<file path="src/rtl/aes_round_ctrl.sv">
// -----------------------------------------------------------------------------
// aes_round_ctrl
//
// Sequencer for an iterative AES encryption round datapath. It accepts one
// plaintext/key pair per input handshake, loads the datapath (which performs
// the round-0 AddRoundKey), then issues one round command per round. The last
// round is flagged so that the datapath skips MixColumns. The final datapath
// state is captured as ciphertext and held on a valid/ready output.
//
// A per-wait watchdog aborts the block if the datapath does not answer within
// TIMEOUT cycles. The sticky error flag stays set until the next block is
// accepted.
//
// Ports:
//   i_clk, i_rst_n                  clock (rising edge), async active-low reset
//   i_in_valid / o_in_ready         plaintext/key handshake
//   i_in_block, i_in_key            plaintext and cipher key
//   o_out_valid / i_out_ready       ciphertext handshake
//   o_out_block                     ciphertext, registered
//   o_dp_load                       1-cycle pulse: datapath loads pt/key
//   o_dp_pt, o_dp_key               registered plaintext / key to datapath
//   o_dp_round_en                   1-cycle pulse: execute round o_dp_round_idx
//   o_dp_round_idx                  current round, 1..NR (0 before round 1)
//   o_dp_last                       with o_dp_round_en on the final round
//   i_dp_done, i_dp_state           datapath completion pulse and state
//   o_busy                          high whenever not idle
//   o_err                           sticky watchdog error
// -----------------------------------------------------------------------------
module aes_round_ctrl #(
    parameter int NR      = 10,
    parameter int DW      = 128,
    parameter int TIMEOUT = 16
) (
    input  logic          i_clk,
    input  logic          i_rst_n,
    input  logic          i_in_valid,
    output logic          o_in_ready,
    input  logic [DW-1:0] i_in_block,
    input  logic [DW-1:0] i_in_key,
    output logic          o_out_valid,
    input  logic          i_out_ready,
    output logic [DW-1:0] o_out_block,
    output logic          o_dp_load,
    output logic [DW-1:0] o_dp_pt,
    output logic [DW-1:0] o_dp_key,
    output logic          o_dp_round_en,
    output logic [3:0]    o_dp_round_idx,
    output logic          o_dp_last,
    input  logic          i_dp_done,
    input  logic [DW-1:0] i_dp_state,
    output logic          o_busy,
    output logic          o_err
);

    typedef enum logic [2:0] {
        S_IDLE,
        S_LOAD,
        S_WAIT_LOAD,
        S_ROUND,
        S_WAIT_RND,
        S_HOLD
    } state_t;

    localparam int             WDW     = $clog2(TIMEOUT + 1);
    localparam logic [3:0]     NR_IDX  = 4'(NR);
    localparam logic [WDW-1:0] WD_LAST = WDW'(TIMEOUT - 1);

    state_t          r_state;
    logic            r_in_ready;
    logic            r_out_valid;
    logic [DW-1:0]   r_out_block;
    logic            r_dp_load;
    logic [DW-1:0]   r_dp_pt;
    logic [DW-1:0]   r_dp_key;
    logic            r_dp_round_en;
    logic [3:0]      r_round_idx;
    logic            r_dp_last;
    logic            r_busy;
    logic            r_err;
    logic [WDW-1:0]  r_wdog;

    logic            w_wd_expire;
    logic [3:0]      w_idx_inc;

    // The watchdog value equals the number of wait cycles already spent, so
    // the TIMEOUT-th wait cycle is the one where it reads TIMEOUT-1.
    assign w_wd_expire = (r_wdog == WD_LAST);
    assign w_idx_inc   = r_round_idx + 4'd1;

    // The visible round index is only loaded when the first round command is
    // issued, so it reads 0 throughout IDLE/LOAD/WAIT_LOAD and then holds its
    // value between round pulses.
    always_ff @(posedge i_clk or negedge i_rst_n) begin
        if (!i_rst_n) begin
            r_state       <= S_IDLE;
            r_in_ready    <= 1'b1;
            r_out_valid   <= 1'b0;
            r_out_block   <= '0;
            r_dp_load     <= 1'b0;
            r_dp_pt       <= '0;
            r_dp_key      <= '0;
            r_dp_round_en <= 1'b0;
            r_round_idx   <= 4'd0;
            r_dp_last     <= 1'b0;
            r_busy        <= 1'b0;
            r_err         <= 1'b0;
            r_wdog        <= '0;
        end else begin
            // Command pulses last exactly one cycle unless re-armed below.
            r_dp_load     <= 1'b0;
            r_dp_round_en <= 1'b0;
            r_dp_last     <= 1'b0;

            case (r_state)
                S_IDLE: begin
                    if (i_in_valid && r_in_ready) begin
                        r_dp_pt    <= i_in_block;
                        r_dp_key   <= i_in_key;
                        r_err      <= 1'b0;
                        r_in_ready <= 1'b0;
                        r_busy     <= 1'b1;
                        r_dp_load  <= 1'b1;
                        r_state    <= S_LOAD;
                    end
                end

                S_LOAD: begin
                    r_wdog  <= '0;
                    r_state <= S_WAIT_LOAD;
                end

                S_WAIT_LOAD: begin
                    // dp_done is checked first so it wins over a same-cycle expiry.
                    if (i_dp_done) begin
                        r_round_idx   <= 4'd1;
                        r_dp_round_en <= 1'b1;
                        r_dp_last     <= (NR_IDX == 4'd1);
                        r_state       <= S_ROUND;
                    end else if (w_wd_expire) begin
                        r_err       <= 1'b1;
                        r_in_ready  <= 1'b1;
                        r_busy      <= 1'b0;
                        r_round_idx <= 4'd0;
                        r_wdog      <= '0;
                        r_state     <= S_IDLE;
                    end else begin
                        r_wdog <= r_wdog + WDW'(1);
                    end
                end

                S_ROUND: begin
                    r_wdog  <= '0;
                    r_state <= S_WAIT_RND;
                end

                S_WAIT_RND: begin
                    if (i_dp_done) begin
                        if (r_round_idx == NR_IDX) begin
                            r_out_block <= i_dp_state;
                            r_out_valid <= 1'b1;
                            r_state     <= S_HOLD;
                        end else begin
                            r_round_idx   <= w_idx_inc;
                            r_dp_round_en <= 1'b1;
                            r_dp_last     <= (w_idx_inc == NR_IDX);
                            r_state       <= S_ROUND;
                        end
                    end else if (w_wd_expire) begin
                        r_err       <= 1'b1;
                        r_in_ready  <= 1'b1;
                        r_busy      <= 1'b0;
                        r_round_idx <= 4'd0;
                        r_wdog      <= '0;
                        r_state     <= S_IDLE;
                    end else begin
                        r_wdog <= r_wdog + WDW'(1);
                    end
                end

                S_HOLD: begin
                    // No new block is taken in the handshake cycle; in_ready
                    // rises only once the controller is back in IDLE.
                    if (i_out_ready) begin
                        r_out_valid <= 1'b0;
                        r_in_ready  <= 1'b1;
                        r_busy      <= 1'b0;
                        r_round_idx <= 4'd0;
                        r_state     <= S_IDLE;
                    end
                end

                default: begin
                    r_in_ready  <= 1'b1;
                    r_out_valid <= 1'b0;
                    r_busy      <= 1'b0;
                    r_round_idx <= 4'd0;
                    r_state     <= S_IDLE;
                end
            endcase
        end
    end

    assign o_in_ready     = r_in_ready;
    assign o_out_valid    = r_out_valid;
    assign o_out_block    = r_out_block;
    assign o_dp_load      = r_dp_load;
    assign o_dp_pt        = r_dp_pt;
    assign o_dp_key       = r_dp_key;
    assign o_dp_round_en  = r_dp_round_en;
    assign o_dp_round_idx = r_round_idx;
    assign o_dp_last      = r_dp_last;
    assign o_busy         = r_busy;
    assign o_err          = r_err;

endmodule

</file>
<file path="config.mk">
export PLATFORM = sky130hd
export DESIGN_NAME = aes_round_ctrl
export DESIGN_NICKNAME = d
export VERILOG_FILES = /design/src/rtl/aes_round_ctrl.sv
export SDC_FILE = /design/constraint.sdc
export NUM_CORES = 1
export LEC_CHECK = 0
export CAP_MARGIN = 25
export CORE_AREA = 2 2 306 308
export DETAILED_ROUTE_END_ITERATION = 16
export DIE_AREA = 0 0 308 310
export DONT_BUFFER_PORTS = 1
export PLACE_DENSITY_LB_ADDON = 0.15
export SYNTH_ARGS = -nofsm -noshare
export SYNTH_HDL_FRONTEND = slang
export SYNTH_SLANG_ARGS = --single-unit
export TNS_END_PERCENT = 5
</file>
<file path="constraint.sdc">
create_clock -name i_clk -period 2 [get_ports i_clk]
set_clock_uncertainty 0.15 [all_clocks]
set_input_delay 0.2 -clock i_clk [delete_from_list [all_inputs] [get_ports i_clk]]
set_output_delay 0.2 -clock i_clk [all_outputs]
set_load 0.1 [all_outputs]
</file>
==> results of run 1 <==
-- stage by stage --
stage | total power, mW | setup TNS, ps | cells
final | 47.80 | 0 | 3504
after floorplan | 32.11 | -3341 | 1452
after CTS | 48.37 | 0 | 3499
after detailed placement | 38.13 | -135.7 | 3017
after global placement | 38.03 | -15.18 | 3017
after global routing | 49.96 | -223.4 | 3503
-- Yosys cell counts (2+ instances only) --
cell      instances
a21o_1            5
a21oi_1           2
buf_2            33
buf_4            23
buf_6            10
clkbuf_1          7
dfrtp_1         402
ha_1              4
inv_1             6
mux2_2           41
mux2_4           86
nand2_1         778
nand3_1           5
nor2_1            5
nor2b_1           4
nor3b_1           3
o211ai_1          2
o21ai_0           8
xor2_1            3
-- worst reg2reg max path: stages, from the launching register on --
cell	delay, ps
dfrtp_4	470
ha_2	180
and3b_2	240
nand2_8	180
buf_12	270
mux2_4	350
-- cell families (layout without fill, tap and decap cells) --
logic type	after synthesis	count (layout)	share of synthesized area
AOI/OAI and AO/OA	28	28	0.01226
xor gates and xnor gates	4	4	0.002229
adders and majority gates	4	4	0.003184
buffers and inverters	80	934	0.03200
DFF	403	403	0.6416
muxes	128	128	0.1122
other	0	1	0
and+or+nand+nor	805	805	0.1965
-- worst paths after layout --
path / startpoint / end / slack [ps] / cells after the start
max: o_dp_round_idx[1]$_DFFE_PN0P_ / o_out_block[24]$_DFFE_PN0P_ / 40 / 5
max in group asynchronous: i_rst_n / o_dp_pt[32]$_DFFE_PN0P_ / 1630 / 0
max reg2reg: o_dp_round_idx[1]$_DFFE_PN0P_ / o_out_block[24]$_DFFE_PN0P_ / 40 / 5
min: i_rst_n / o_out_block[66]$_DFFE_PN0P_ / -850 / 0
min in group i_clk: i_in_valid / o_in_ready$_DFFE_PN1P_ / 40 / 4
min reg2reg: o_dp_pt[11]$_DFFE_PN0P_ / o_dp_pt[11]$_DFFE_PN0P_ / 320 / 2
-- metal layers --
metal	vias up	wire length, µm	global-route usage
li1	6185	-	-
met1	6174	22160	0.1292
met2	451	30590	0.2066
met3	76	4524	0.03630
met4	0	1579	0.04095
met5	-	0	0
-- sequential cells by signal, summed over array words and instances, names as in the netlist --
register / count
o_err: 1
o_busy: 1
o_dp_pt: 128
o_dp_last: 1
r_wdog: 5
o_dp_round_en: 1
o_dp_round_idx: 4
o_in_ready: 1
o_dp_load: 1
o_dp_key: 128
o_out_valid: 1
o_out_block: 128
r_state: 3
-- cell type report --
cell class	count	area, µm²	area share
Antenna cell	1	2.502	0.00009626
Timing Repair Buffer	838	7553	0.2906
Inverter	7	38.79	0.001492
Clock buffer	72	1475	0.05675
Clock inverter	17	148.9	0.005727
Tap cell	1197	1498	0.05761
Multi-Input combinational cell	969	5180	0.1993
Sequential cell	403	10100	0.3885
-- repair_timing --
action / 4_1_cts / 5_1_grt
setup buffers: 4 / 3
cloned: 2 / 1
pin swaps: 1 / 2
gates resized for setup: 3 / 6
endpoints found under the hold margin: 805 / 403
setup endpoints to repair: 105 / 112
-- power by group through the flow --
stage / Combinational, mW / Clock, mW / Sequential, mW
after floorplan: 3.35 / 0 / 28.8
after global placement: 26.5 / 0 / 11.5
after detailed placement: 26.6 / 0 / 11.5
after CTS: 27.5 / 9.46 / 11.4
after global routing: 28.5 / 9.80 / 11.7
final: 27.4 / 9.05 / 11.4
==> run_results.csv, run 1 <==
group,metric,value,unit
timing,period_share,0.9791,
die,num_rows,112,
clocking,cts_hold_buf,387,
critical_path,path_cells,"ha_2 -> and3b_2 -> nand2_8 -> buf_12 -> mux2_4",
timing,finalSetupViolCount,0,
pwr,p_leak,13.59,nW
cells_and_area,final_design_area_no_fill,26000,µm²
synth,yosysWarnings,0,
critical_path,slowest_stage,"dfrtp_4",
outcome,violations,"hold timing",
detailed_routing,drtPass1Iterations,4,
critical_path,end_kind,"flop",
timing,finalMaxSlewViolations,0,
pwr,p_per_area,1839,nW/µm²
synth,syn_area,15720,µm²
critical_path,setup.worst_path.class,"flop to flop",
critical_path,path_buf_inv,1,
synth,synth_top_cell_area_share,0.6400,
clocking,cts.sinks,403,
timing,tightest_slew,1122,ps
synth,synth_fp_nets,1845,
die,die-area,95480,µm²
clocking,cts_root_buf,"clkbuf_16",
critical_path,slowest_delay,470,ps
critical_path,critPathMaxFanout,25,
die,ios,784,
synth,synth.distinct_cells,44,
timing,setup_ws,41.72,ps
cells_and_area,area_growth,65.38,%
detailed_routing,vias,12890,
timing,relSlewSlack,0.2519,
placement,gp_congestion,0.7495,
grt,grt-ovfl-total,0,
pwr,seqPwrFrac,0.238,
grt,grt_max_degree,404,
placement,dpl_cell_area,20280,µm²
timing,hold_ws,-852.7,ps
detailed_routing,post_drt_wl_per_cell,16.80,µm
critical_path,crit_path_start_kind,"flop",
clocking,clkLatencyLatePin,590,ps
synth,syn_inst,1452,
cells_and_area,mostFrequentLayoutCells,"nand2_1, buf_4, dfrtp_1",
synth,synth_seq_cells,403,
synth,syn_avg_cell_area,10.83,µm²
die,fp.dieH,310,µm
cells_and_area,final_common_cell,"nand2_1",
synth,async_reset_ff_frac,1.000,
detailed_routing,postRouteAntennaNets,0,
timing,grt_setup_unrepaired,"true",
detailed_routing,viasPerCell,3.678,
pwr,switching_share,0.5571,
clocking,clockBufferDepth,3,
pwr,p_comb_frac,0.572,
synth,ys.flop_type,"dfrtp_1",
outcome,status,"finished with violations",
cells_and_area,fillers,9745,
die,die_w,308,µm
timing,hold_viol,403,
placement,port_buffers,0,
detailed_routing,drt-initial-drc-count,683,
cells_and_area,nets,2661,
grt,antenna_found_initial,1,
grt,grt_pass1_wl,84560,µm
placement,preCtsSetupSlack,-57.96,ps
detailed_routing,drc,0,
clocking,cts_tree,"done",
clocking,clk_pin_slew,60,ps
pwr,p_switching,26.63,mW
clocking,htreeDepth,2,
critical_path,cp_top_family,"flip-flops",
cells_and_area,post-route-util,0.2811,
die,initial_core_util,0.1700,
critical_path,cp.required,2320,ps
die,core_area,92490,µm²
grt,grt_pass1_vias,13630,
flow_run,cap_violations,0,
clocking,cts_made_buffers,49,
worst_hold_path,hold_path_class,"input port to async pin",
grt,grt_util_all_layers,0.1157,
synth,synth_area_leader_cell,"dfrtp_1",
pwr,clockPowerShare,0.189,
timing,min_period,1958,ps
timing,fmax,0.5107,GHz
detailed_routing,wl,58860,µm
cells_and_area,drive_above_1_share,0.2927,
placement,hpwlAfterDp,41120,µm
synth,synth.area.top_cells,"dfrtp_1, nand2_1, mux2_4",
critical_path,crit_arrival,2280,ps
pwr,irDropWorstVdd,1.176,mV
synth,ys_seq_area_frac,0.6416,
pwr,p_int,21.17,mW
synth,synth_edf_count,0,
Note: power is estimated with default switching activity, not from simulation.
==> run 2, diff against run 1 <==
Settings changed: CELL_PAD_IN_SITES_DETAIL_PLACEMENT set to 0, CELL_PAD_IN_SITES_GLOBAL_PLACEMENT set to 1.
==> run_results.csv, run 2 (synthesized netlist as in run 1, its figures left out) <==
group,metric,value,unit
outcome,status,"finished with violations",
outcome,violations,"hold timing",
detailed_routing,postRouteAntennaNets,0,
placement,dp.cells,2997,
cells_and_area,fillers,9827,
detailed_routing,drc,0,
clocking,cts_setup_buffers,0,
detailed_routing,drtPass1Iterations,6,
detailed_routing,drt-initial-drc-count,510,
pwr,p_comb_frac,0.567,
timing,finalSetupViolCount,0,
die,initial_core_util,0.1700,
placement,gp_congestion,0.7695,
grt,grt-ovfl-total,0,
clocking,cts_made_buffers,50,
grt,grt_pass1_wl,87540,µm
pwr,switching_share,0.5593,
cells_and_area,mostFrequentLayoutCells,"nand2_1, buf_4, dfrtp_1",
die,die_w,308,µm
critical_path,crit_arrival,2330,ps
pwr,irDropWorstVdd,0.9177,mV
pwr,seqPwrFrac,0.239,
pwr,p_switching,26.66,mW
cells_and_area,regArea,10100,µm²
die,num_rows,112,
placement,hpwlAfterDp,42740,µm
timing,tightest_slew,1062,ps
die,ios,784,
pwr,p_leak,13.39,nW
cells_and_area,final_common_cell,"nand2_1",
clocking,cts_root_buf,"clkbuf_16",
clocking,cts.sinks,403,
detailed_routing,viasPerCell,3.713,
critical_path,critPathMaxFanout,146,
grt,grt_util_all_layers,0.1200,
cells_and_area,drive_above_1_share,0.2795,
detailed_routing,vias,12910,
timing,finalMaxSlewViolations,0,
cells_and_area,multi_input_area,5177,µm²
critical_path,cp.required,2350,ps
grt,antenna_found_initial,3,
clocking,clockBufferDepth,3,
timing,fin_setup_tns,0,ps
die,core_area,92490,µm²
die,fp.dieH,310,µm
clocking,htreeDepth,2,
worst_hold_path,hold_path_class,"input port to async pin",
flow_run,cap_violations,0,
timing,min_period,1979,ps
cells_and_area,layout.cells.non_filler,3478,
timing,relSlewSlack,0.2922,
clocking,clkLatencyLatePin,620,ps
pwr,finalPower,47.67,mW
pwr,p_per_area,1858,nW/µm²
clocking,cts_hold_buf,387,
die,die-area,95480,µm²
cells_and_area,area_growth,63.18,%
critical_path,setup.worst_path.class,"flop to flop",
timing,hold_ws,-842.4,ps
grt,grt_max_degree,404,
cells_and_area,nets,2632,
critical_path,end_kind,"flop",
clocking,cts_tree,"done",
pwr,p_int,21.01,mW
detailed_routing,wl,60270,µm
timing,grt_setup_unrepaired,"true",
pwr,clockPowerShare,0.194,
timing,fmax,0.5054,GHz
clocking,clk_pin_slew,60,ps
detailed_routing,post_drt_wl_per_cell,17.33,µm
grt,grt_pass1_vias,13830,
placement,port_buffers,0,
critical_path,crit_path_start_kind,"flop",
timing,hold_viol,403,
timing,period_share,0.9893,
## run 2: what timing repair did
| action | 4_1_cts | 5_1_grt |
|---|---|---|
| hold endpoints to repair | 805 | 403 |
| resized for setup | 3 | 4 |
| endpoints found under the setup margin | 28 | 186 |
## run 2: power by group through the flow
stage	clock network, mW	logic [mW]	registers [mW]
after CTS	9.74	27.2	11.4
after global routing	10.1	28.1	11.7
after detailed placement	0	26.5	11.5
after floorplan	0	3.35	28.8
final	9.26	27.0	11.4
after global placement	0	26.4	11.5
## run 2: area by class of cell
class / count / share of cell area
sequential: 403 / 0.3938
timing repair buffer: 808 / 0.2797
multi-input combinational: 969 / 0.2019
tap: 1197 / 0.05839
clock buffer: 78 / 0.05683
clock inverter: 14 / 0.007756
inverter: 7 / 0.001512
antenna: 2 / 0.0001951
## run 2: worst paths after layout
path	start	to	slack [ps]	depth (start not counted)
worst max-delay path	o_in_ready$_DFFE_PN1P_	o_dp_key[48]$_DFFE_PN0P_	20	5
worst min-delay path	i_rst_n	o_out_block[85]$_DFFE_PN0P_	-840	0
worst max register to register	o_in_ready$_DFFE_PN1P_	o_dp_key[48]$_DFFE_PN0P_	20	5
worst min register to register	o_dp_key[15]$_DFFE_PN0P_	o_dp_key[15]$_DFFE_PN0P_	320	2
max in group asynchronous	i_rst_n	o_dp_pt[100]$_DFFE_PN0P_	1670	0
min in group i_clk	i_in_key[120]	o_dp_key[120]$_DFFE_PN0P_	80	3
## run 2: critical path, cell delays in order (launching register included)
cell and delay (ps):
dfstp_4 610, and2_1 190, nand3_4 180, buf_12 250, nand2_1 210, nand2_1 70
## run 2: per-layer routing
metal	global-route usage	vias to the layer above	wire length [µm]
li1	-	6119	-
met1	0.1326	6222	22440
met2	0.2126	465	30900
met3	0.03964	104	4892
met4	0.04697	4	2011
met5	0	-	26
## run 2: per-stage QoR
| step | instance area (µm²) | setup WS (ps) | utilization |
|---|---|---|---|
| after global routing | 25640 | -61.19 | 0.2773 |
| after detailed placement | 20080 | 5.857 | 0.2171 |
| after floorplan | 15780 | -39.31 | - |
| after global placement | 20080 | 29.10 | 0.2171 |
| final | 25650 | 21.35 | 0.2773 |
| after CTS | 25620 | -1.353 | 0.2771 |
==> run 3, diff against run 2 <==
Settings changed: ABC_AREA set to 1, CORE_AREA 2 2 306 308 to 2 2 303 305, DIE_AREA 0 0 308 310 to 0 0 305 307.
==> run_results.csv, run 3 <==
group,metric,value,unit
cells_and_area,nets,2915,
cells_and_area,final_common_cell,"nand2_1",
outcome,status,"finished with violations",
placement,gp_congestion,0.7728,
synth,synth.area.top_cells,"dfrtp_1, nand2_1, buf_2",
detailed_routing,postRouteAntennaNets,0,
synth,async_reset_ff_frac,1.000,
timing,hold_viol,402,
grt,grt_util_met1,0.1491,
grt,use_met2,0.2230,
synth,synth.most_common_cell,"nand2_1",
critical_path,rr_worst_depth,9,
clocking,cts.sinks,403,
synth,syn_inst,1742,
grt,grt_pass1_vias,14590,
die,die-area,93640,µm²
critical_path,slowest_delay,400,ps
flow_run,cap_violations,0,
critical_path,path_cells,"inv_1 -> ha_1 -> nand4_1 -> nor2_4 -> buf_12 -> inv_4 -> buf_12 -> nand2_1 -> nand2_1",
critical_path,cp.required,2340,ps
clocking,htreeDepth,2,
grt,grtUsageMet3,0.05024,
clocking,clockBufferDepth,3,
critical_path,critPathMaxFanout,52,
detailed_routing,drt-initial-drc-count,783,
synth,syn_avg_cell_area,8.881,µm²
critical_path,crit_path_start_kind,"flop",
detailed_routing,post_drt_wl_per_cell,16.71,µm
worst_hold_path,hold_path_class,"input port to async pin",
outcome,violations,"hold timing, slew limit",
grt,antenna_found_initial,3,
die,initial_core_util,0.1706,
clocking,cts_root_buf,"clkbuf_16",
timing,tightest_slew,2313,ps
synth,synth_fp_nets,2135,
detailed_routing,vias,14090,
detailed_routing,drtPass1Iterations,5,
clocking,clkLatencyLatePin,600,ps
synth,ys.flop_type,"dfrtp_1",
synth,syn_area,15470,µm²
clocking,cts_setup_buffers,0,
pwr,irDropWorstVdd,0.8772,mV
synth,ys_seq_area_frac,0.6519,
synth,synth_seq_cells,403,
critical_path,setup.worst_path.class,"flop to flop",
timing,min_period,1853,ps
timing,fmax,0.5396,GHz
synth,yosys-top-cells-count,"nand2_1, dfrtp_1, buf_2",
clocking,cts_tree,"done",
critical_path,reg2reg_from,"o_dp_round_idx[0]$_DFFE_PN0P_",
timing,hold_ws,-851.2,ps
synth,synth_area_leader_cell,"dfrtp_1",
die,die_w,305,µm
pwr,p_per_area,1901,nW/µm²
die,core_area,90690,µm²
critical_path,crit_arrival,2190,ps
synth,synth.distinct_cells,27,
placement,port_buffers,0,
synth,synth_top_cell_area_share,0.6502,
clocking,cts_hold_buf,387,
timing,period_share,0.9266,
timing,finalSetupViolCount,0,
detailed_routing,viasPerCell,3.766,
timing,fin_setup_tns,0,ps
cells_and_area,area_growth,63.89,%
grt,grt_max_degree,404,
grt,grt_busiest_layer,"met2",
synth,synth_edf_count,0,
pwr,p_leak,13.46,nW
die,fp.dieH,307,µm
detailed_routing,wl,62520,µm
clocking,cts_made_buffers,51,
placement,preCtsSetupSlack,149.7,ps
cells_and_area,antennaDiodeCount,0,
cells_and_area,drive_above_1_share,0.2003,
cells_and_area,mostFrequentLayoutCells,"nand2_1, buf_4, dfrtp_1",
timing,grt_setup_unrepaired,"false",
clocking,clk_pin_slew,60,ps
grt,grt_pass1_wl,93610,µm
detailed_routing,drc,0,
die,num_rows,111,
critical_path,end_kind,"flop",
timing,setup_ws,146.8,ps
critical_path,slowest_stage,"dfrtp_2",
grt,grt-ovfl-total,0,
timing,finalMaxSlewViolations,218,
critical_path,timing.rr.end,"o_out_block[13]$_DFFE_PN0P_",
synth,yosysWarnings,0,
critical_path,reg2reg_slack,150,ps
placement,hpwlAfterDp,45540,µm
die,ios,784,
grt,grt_util_all_layers,0.1303,
timing,relSlewSlack,-0.5421,
run 3: cell types whose count changed after synthesis, moves of 7 or more:
cell     before   now
nand2_1     778  1181
nand3_1       5    20
inv_1         6    13
mux2_2       41     0
buf_2        33    48
mux2_4       86     0
run 3: metrics by stage:
step | cell area (µm²) | total power, mW | cells | util
global placement | 19820 | 38.58 | 3268 | 0.2186
global route | 25360 | 50.45 | 3742 | 0.2796
floorplan | 15470 | 32.39 | 1742 | -
finish | 25360 | 48.20 | 3742 | 0.2796
CTS | 25350 | 48.95 | 3742 | 0.2795
detailed placement | 19820 | 38.66 | 3268 | 0.2186
run 3: layout make-up:
| type | instances | area (µm²) |
|---|---|---|
| inverter | 16 | 70.07 |
| sequential | 403 | 10090 |
| fill | 9734 | 65340 |
| multi-input combinational | 1239 | 4802 |
| tap | 1186 | 1484 |
| clock inverter | 15 | 193.9 |
| timing repair buffer | 811 | 7261 |
| clock buffer | 72 | 1455 |
run 3: critical path: cells and delay by family (launching register included):
family,cells,cell delay (ps)
AND/OR/NAND/NOR,4,500
flip-flops,1,400
adder cells (fa/ha/maj),1,160
buffers and inverters,4,470
run 3: worst max-delay path by stage:
stage / start / to / depth (start not counted)
floorplan: o_dp_round_idx[2]$_DFFE_PN0P_ / o_out_block[27]$_DFFE_PN0P_ / 8
global placement: r_state[0]$_DFFE_PN0P_ / o_dp_round_idx[3]$_DFFE_PN0P_ / 8
detailed placement: o_dp_round_idx[0]$_DFFE_PN0P_ / o_out_block[72]$_DFFE_PN0P_ / 8
CTS: o_dp_round_idx[0]$_DFFE_PN0P_ / o_out_block[72]$_DFFE_PN0P_ / 8
global route: o_dp_round_idx[0]$_DFFE_PN0P_ / o_out_block[2]$_DFFE_PN0P_ / 9
finish: o_dp_round_idx[0]$_DFFE_PN0P_ / o_out_block[13]$_DFFE_PN0P_ / 9
run 3: what timing repair did:
action / in CTS / in global routing
resized for setup: 0 / 2
endpoints found under the hold margin: 805 / 403
endpoints found under the setup margin: 0 / 2
run 3: per-layer routing:
layer | up-vias | routed length, µm
li1 | 6832 | -
met1 | 6623 | 24380
met2 | 549 | 30590
met3 | 84 | 5947
met4 | 6 | 1560
met5 | - | 34
run 3: kinds of logic after synthesis:
kind of cell             after synthesis  synth area share
adder cells (fa/ha/maj)                4          0.003235
flip-flops                           403            0.6519
AO/OA/AOI/OAI                         13          0.004529
multiplexers                           1         0.0006470
AND/OR/NAND/NOR                     1217            0.2991
buffers and inverters                100           0.03833
XOR/XNOR                               4          0.002265
run 3: report_power, final:
| part | internal, mW | switching [mW] |
|---|---|---|
| clock network | 5.55 | 3.69 |
| logic | 5.00 | 22.7 |
| registers | 10.6 | 0.727 |
| total | 21.1 | 27.1 |
